$ cat src/rtl/bc_disp_pkg.sv
// bc_disp_pkg: symbol codes and digit type shared by the display scanner
package bc_disp_pkg;
    localparam logic [4:0] SYM_P     = 5'd16;
    localparam logic [4:0] SYM_S     = 5'd17;
    localparam logic [4:0] SYM_G     = 5'd18;
    localparam logic [4:0] SYM_B     = 5'd19;
    localparam logic [4:0] SYM_C     = 5'd20;
    localparam logic [4:0] SYM_E     = 5'd21;
    localparam logic [4:0] SYM_DASH  = 5'd22;
    localparam logic [4:0] SYM_BLANK = 5'd31;
    localparam int EN_BIT = 5;
    typedef logic [5:0] digit_t;
endpackage

$ cat src/rtl/bc_seg_decoder.sv
// bc_seg_decoder: 5-bit symbol code to active-low segments a..g (bit 6 = a)
module bc_seg_decoder
    import bc_disp_pkg::*;
(
    input  logic [4:0] code,
    output logic [6:0] seg
);
    always_comb begin
        case (code)
            5'd0:     seg = 7'b0000001;
            5'd1:     seg = 7'b1001111;
            5'd2:     seg = 7'b0010010;
            5'd3:     seg = 7'b0000110;
            5'd4:     seg = 7'b1001100;
            5'd5:     seg = 7'b0100100;
            5'd6:     seg = 7'b0100000;
            5'd7:     seg = 7'b0001111;
            5'd8:     seg = 7'b0000000;
            5'd9:     seg = 7'b0000100;
            5'd10:    seg = 7'b0001000;
            5'd11:    seg = 7'b1100000;
            5'd12:    seg = 7'b0110001;
            5'd13:    seg = 7'b1000010;
            5'd14:    seg = 7'b0110000;
            5'd15:    seg = 7'b0111000;
            SYM_P:    seg = 7'b0011000;
            SYM_S:    seg = 7'b0100100;
            SYM_G:    seg = 7'b0100001;
            SYM_B:    seg = 7'b1100000;
            SYM_C:    seg = 7'b1110010;
            SYM_E:    seg = 7'b0110000;
            SYM_DASH: seg = 7'b1111110;
            default:  seg = 7'b1111111;
        endcase
    end
endmodule

$ cat src/rtl/bc_display_scan.sv
// bc_display_scan: 8-digit multiplexed common-anode 7-seg scanner
// Define BC_DISPLAY_BLINK_EN to enable whole-display blinking via the blink input.
module bc_display_scan
    import bc_disp_pkg::*;
#(
    parameter int REFRESH_DIV = 100000,
    parameter int BLINK_DIV   = 25000000
) (
    input  logic       clock,
    input  logic       reset,
    input  logic [5:0] d1,
    input  logic [5:0] d2,
    input  logic [5:0] d3,
    input  logic [5:0] d4,
    input  logic [5:0] d5,
    input  logic [5:0] d6,
    input  logic [5:0] d7,
    input  logic [5:0] d8,
    input  logic       blink,
    output logic [7:0] an,
    output logic [7:0] dec_ddp
);
    localparam int RW = $clog2(REFRESH_DIV);
    logic [RW-1:0] cnt_q, cnt_d;
    logic [2:0]    idx_q, idx_d;
    logic [7:0]    an_q, an_d, dec_ddp_q, dec_ddp_d;
    logic          phase_on;
    logic          wrap;
    logic [6:0]    seg;
    digit_t        digits [8];
    digit_t        sel;
    assign digits = '{d1, d2, d3, d4, d5, d6, d7, d8};
    assign sel    = digits[idx_q];
    assign wrap   = cnt_q == RW'(REFRESH_DIV - 1);
    bc_seg_decoder u_dec (
        .code(sel[4:0]),
        .seg (seg)
    );
`ifdef BC_DISPLAY_BLINK_EN
    localparam int BW = $clog2(BLINK_DIV);
    logic [BW-1:0] bcnt_q, bcnt_d;
    logic          phase_q, phase_d;
    logic          bwrap;
    assign bwrap = bcnt_q == BW'(BLINK_DIV - 1);
    always_comb begin
        bcnt_d  = blink ? (bwrap ? '0 : bcnt_q + 1'b1) : '0;
        phase_d = blink ? phase_q ^ bwrap : 1'b1;
    end
    always_ff @(posedge clock) begin
        if (reset) begin
            bcnt_q  <= '0;
            phase_q <= 1'b1;
        end else begin
            bcnt_q  <= bcnt_d;
            phase_q <= phase_d;
        end
    end
    // next phase gates the anodes so blink=0 releases the display on the very next edge
    assign phase_on = phase_d;
`else
    logic unused_blink;
    assign unused_blink = blink;
    assign phase_on     = 1'b1;
`endif
    always_comb begin
        cnt_d     = wrap ? '0 : cnt_q + 1'b1;
        idx_d     = wrap ? idx_q + 1'b1 : idx_q;
        an_d      = (sel[EN_BIT] && phase_on) ? ~(8'h80 >> idx_q) : 8'hFF;
        dec_ddp_d = sel[EN_BIT] ? {seg, 1'b1} : 8'hFF;
    end
    always_ff @(posedge clock) begin
        if (reset) begin
            cnt_q     <= '0;
            idx_q     <= '0;
            an_q      <= 8'hFF;
            dec_ddp_q <= 8'hFF;
        end else begin
            cnt_q     <= cnt_d;
            idx_q     <= idx_d;
            an_q      <= an_d;
            dec_ddp_q <= dec_ddp_d;
        end
    end
    assign an      = an_q;
    assign dec_ddp = dec_ddp_q;
endmodule
$ cat config.mk
export PLATFORM = sky130hd
export DESIGN_NAME = bc_display_scan
export DESIGN_NICKNAME = d
export VERILOG_FILES = /design/src/rtl/bc_disp_pkg.sv /design/src/rtl/bc_seg_decoder.sv /design/src/rtl/bc_display_scan.sv
export SDC_FILE = /design/constraint.sdc
export NUM_CORES = 1
export LEC_CHECK = 0
export ABC_AREA = 1
export BUFFER_PORTS_ARGS = -buffer_cell sky130_fd_sc_hd__buf_4
export CORE_UTILIZATION = 30
export CTS_CLUSTER_DIAMETER = 30
export DETAILED_ROUTE_END_ITERATION = 10
export PLACE_DENSITY_LB_ADDON = 0.2
export SKIP_CTS_REPAIR_TIMING = 1
export SYNTH_ARGS = -nofsm -noshare
export SYNTH_HDL_FRONTEND = slang
export SYNTH_SLANG_ARGS = --single-unit
$ cat constraint.sdc
create_clock -name clock -period 2.45 [get_ports clock]
set_clock_uncertainty 0.15 [all_clocks]
set_input_delay 0.1225 -clock clock [delete_from_list [all_inputs] [get_ports clock]]
set_output_delay 0.1225 -clock clock [all_outputs]
set_load 0.02 [all_outputs]
==> implementation parameters <==
Parameter                              Value

Power and ir drop
  Final total power ... 1.309 mW
  Fraction of power consumed by the clock network ... 40.5%
  Switching power as a share of total power ... 23.22%
  Reg power frac ... 44.6%
  Total net switching power ... 303.8 uW
  Ratio of total power to cell area ... 426.9 nW/um2
  Internal Dissipation ... 1.005 mW
  Max rail drop VDD ... 163.1 uV
  Combinational share of power ... 14.9%
  Leak Pwr ... 1.511 nW

Floorplanning
  Overall die height ... 91.91 um
  Die area ... 8447 um2
  Placeable core area ... 7767 um2
  Starting density of the core ... 31.22%
  Ports ... 67
  DIE WIDTH ... 91.91 um
  Placement row count ... 32

Global route
  Fraction of met1 tracks used by global routing ... 20.80%
  Met2 Resource Use GR ... 24.56%
  Vias in the first global route ... 2315
  Initial antenna violation count ... 0
  Pin count of the biggest net entering global routing ... 29
  Met3 Usage GRT ... 2.819%
  All-Layer GR Usage ... 15.39%
  First-pass GRT wire length ... 10430 um
  Routing layer with the top usage in global route ... met2
  Remaining global-route overflow ... 0

Setup path
  Critical Setup Path Class ... flop to flop
  Launch instance of the worst register-to-register path ... idx_q[0]
  R2R cell count ... 13
  Data required time of the worst path ... 2.47 ns
  Flop2flop setup slack ... 0.29 ns
  Worst Path Arrival ... 2.19 ns
  Launching instance or port of the critical path ... idx_q[0]
  Element type at the critical path start ... flop
  RR Endpoint ... dec_ddp[7]
  Highest fanout seen on the critical path ... 21
  Critical path endpoint category ... flop

Clocking
  CTS clk-pin slew, worst paths ... 0.07 ns
  H-tree Lvls ... 2
  CTS tree ... built
  Count of clock tree sinks ... 35
  TritonCTS buffer count ... 5
  Latest clock arrival within the worst-skew pair ... 0.29 ns
  CTS root buf ... clkbuf_8
  Longest Clk Path Bufs ... 2

Detailed routing
  TritonRoute pass-1 iters ... 4
  Number of vias after detailed routing ... 2401
  Per-cell routed wire length ... 11.13 um
  Total wirelength of the detailed-routed design ... 5941 um
  Number of antenna-violating nets in the routed design ... 0
  DRC violations left ... 0
  Number of violations reported at the end of detailed-routing iteration 0 ... 173
  Post-detailed-route via-to-cell ratio ... 4.496

Cells and area
  Most used cells in the layout excluding fill and tap cells ... nand2_1 (105), buf_4 (66), inv_1 (50)
  Non-Filler Instances ... 534
  Filler Cell Count ... 859
  Post-route cell area ... 3065 um2
  Most frequent standard cell in the layout excluding fill and tap cells ... nand2_1
  N_diodes ... 0
  Fraction of final layout cells sized beyond drive strength 1 ... 24.31%
  Area growth from synthesis to final layout ... 26.42%
  Final net count ... 495

Hold path
  Worst Hold Launch ... d5[5]
  Hold worst-path end ... dec_ddp[7]
  WHS Path Cells ... 6
  Tightest Hold Check Type ... input port to flop

Placed design
  Input/output buffers ... 64
  HPWL after detailed placement ... 4595 um
  Placed insts ... 525
  Global placer's final weighted congestion ... 0.8427
  Area after DPL ... 2938 um2

STA
  Final setup violation count ... 0
  RSZ-0062 raised after global routing ... no
  Aggregate negative setup slack ... 0 ns
  Final clock period utilization by the worst path ... 88.31%
  Max Slew Vio Count ... 0
  Peak Freq ... 0.4622 GHz
  Max-slew headroom at the worst pin ... 66.11%
  Worst slew pin tran ... 0.5078 ns
  Period minus WS final ... 2.164 ns
  Endpoints failing hold ... 0

Run status
  Run status ... complete, no violations

Logic synthesis
  Total number of yosys warnings ... 0
  Synthesized Nets ... 434
  Mean Syn Cell Area ... 6.554 um2
  Area share of the leading cell type in the synthesized netlist ... 28.90%
  Synth area leader ... dfxtp_1
  Post-Synthesis Cells ... 370
  FF+latch count, synth ... 35
  Post-synthesis cell area ... 2425 um2
  Distinct cells, synth ... 31
  Sequential area share after synthesis ... 28.90%
  Synth top area cells ... dfxtp_1 (29%), nand2_1 (16%), nand3_1 (8.9%), inv_1 (7.7%), ha_1 (6.7%)

Job
  Count of max-cap constraint violations ... 0
[synthesized netlist by cell type (all sizes together)]
cell type and instances:
ha 13, conb 1, o21ai 10, nor4 1
buf 14, or2 3, xor2 3, nor3b 5
nand4 8, o21a 1, o211ai 3, nor3 6
a21oi 12, nand3 51, xnor2 1, nand2 118
nor2 30, dfxtp 35, inv 55
[power groups by stage]
stage	logic, mW	clock network [mW]	registers [mW]
after floorplan	0.102	0	0.606
after global placement	0.193	0	0.597
after detailed placement	0.194	0	0.597
after CTS	0.194	0.546	0.584
after global routing	0.221	0.574	0.585
final	0.194	0.530	0.584
[critical path: stages, from the launching register on]
cell     delay (ns)
dfxtp_1        0.62
buf_12         0.22
nand2_1        0.06
nand2_1        0.06
nand2_1        0.06
nand3_1        0.08
nand2_1        0.16
ha_1           0.24
inv_1          0.11
nand2_1        0.08
nand3_1        0.07
nand2_1        0.05
nand2_1        0.05
nand2_1        0.05
[flip-flops by register name (all words and copies together) (netlist names)]
signal,cells
an,8
cnt_q,17
dec_ddp,7
idx_q,3
[layer usage]
metal | vias up | wire length (um)
met5 | - | 0
li1 | 1281 | -
met1 | 1029 | 2986
met4 | 0 | 86
met3 | 7 | 339
met2 | 84 | 2529
[per-stage QoR]
| stage | hold slack (ns) | util (%) | setup slack [ns] |
|---|---|---|---|
| after floorplan | 0.1271 | - | 0.6289 |
| after global placement | 0.2480 | 37.82 | 0.2976 |
| after detailed placement | 0.2390 | 37.82 | 0.3070 |
| after CTS | -0.06016 | 39.34 | 0.2791 |
| after global routing | 0.3114 | 39.47 | 0.07311 |
| final | 0.2644 | 39.47 | 0.2864 |
[area by class of cell]
type / count / area, um2 / area share (%)
multi-input combinational: 266 / 1380 / 45.02
sequential: 35 / 700.7 / 22.86
clock inverter: 2 / 35.03 / 1.143
tap: 102 / 127.6 / 4.163
clock buffer: 6 / 82.58 / 2.694
timing repair buffer: 68 / 525.5 / 17.14
inverter: 55 / 214.0 / 6.980
[worst max-delay path by stage]
stage / end / slack, ns / cells after the start
3_5_place_dp: dec_ddp[7] / 0.31 / 13
2_1_floorplan: dec_ddp[7] / 0.63 / 14
4_1_cts: dec_ddp[7] / 0.28 / 13
3_3_place_gp: dec_ddp[7] / 0.30 / 13
6_report: dec_ddp[7] / 0.29 / 13
5_1_grt: dec_ddp[7] / 0.07 / 13
[kinds of logic after synthesis]
family          after synthesis  synth area share [%]
simple gates                222                 42.83
buf+inv                      69                 14.19
flops                        35                 28.90
compound gates               26                 5.779
fa+ha+maj                    13                 6.708
xor+xnor                      4                 1.445
other cells                   1                0.1547
Note: power is estimated with default switching activity, not from simulation.
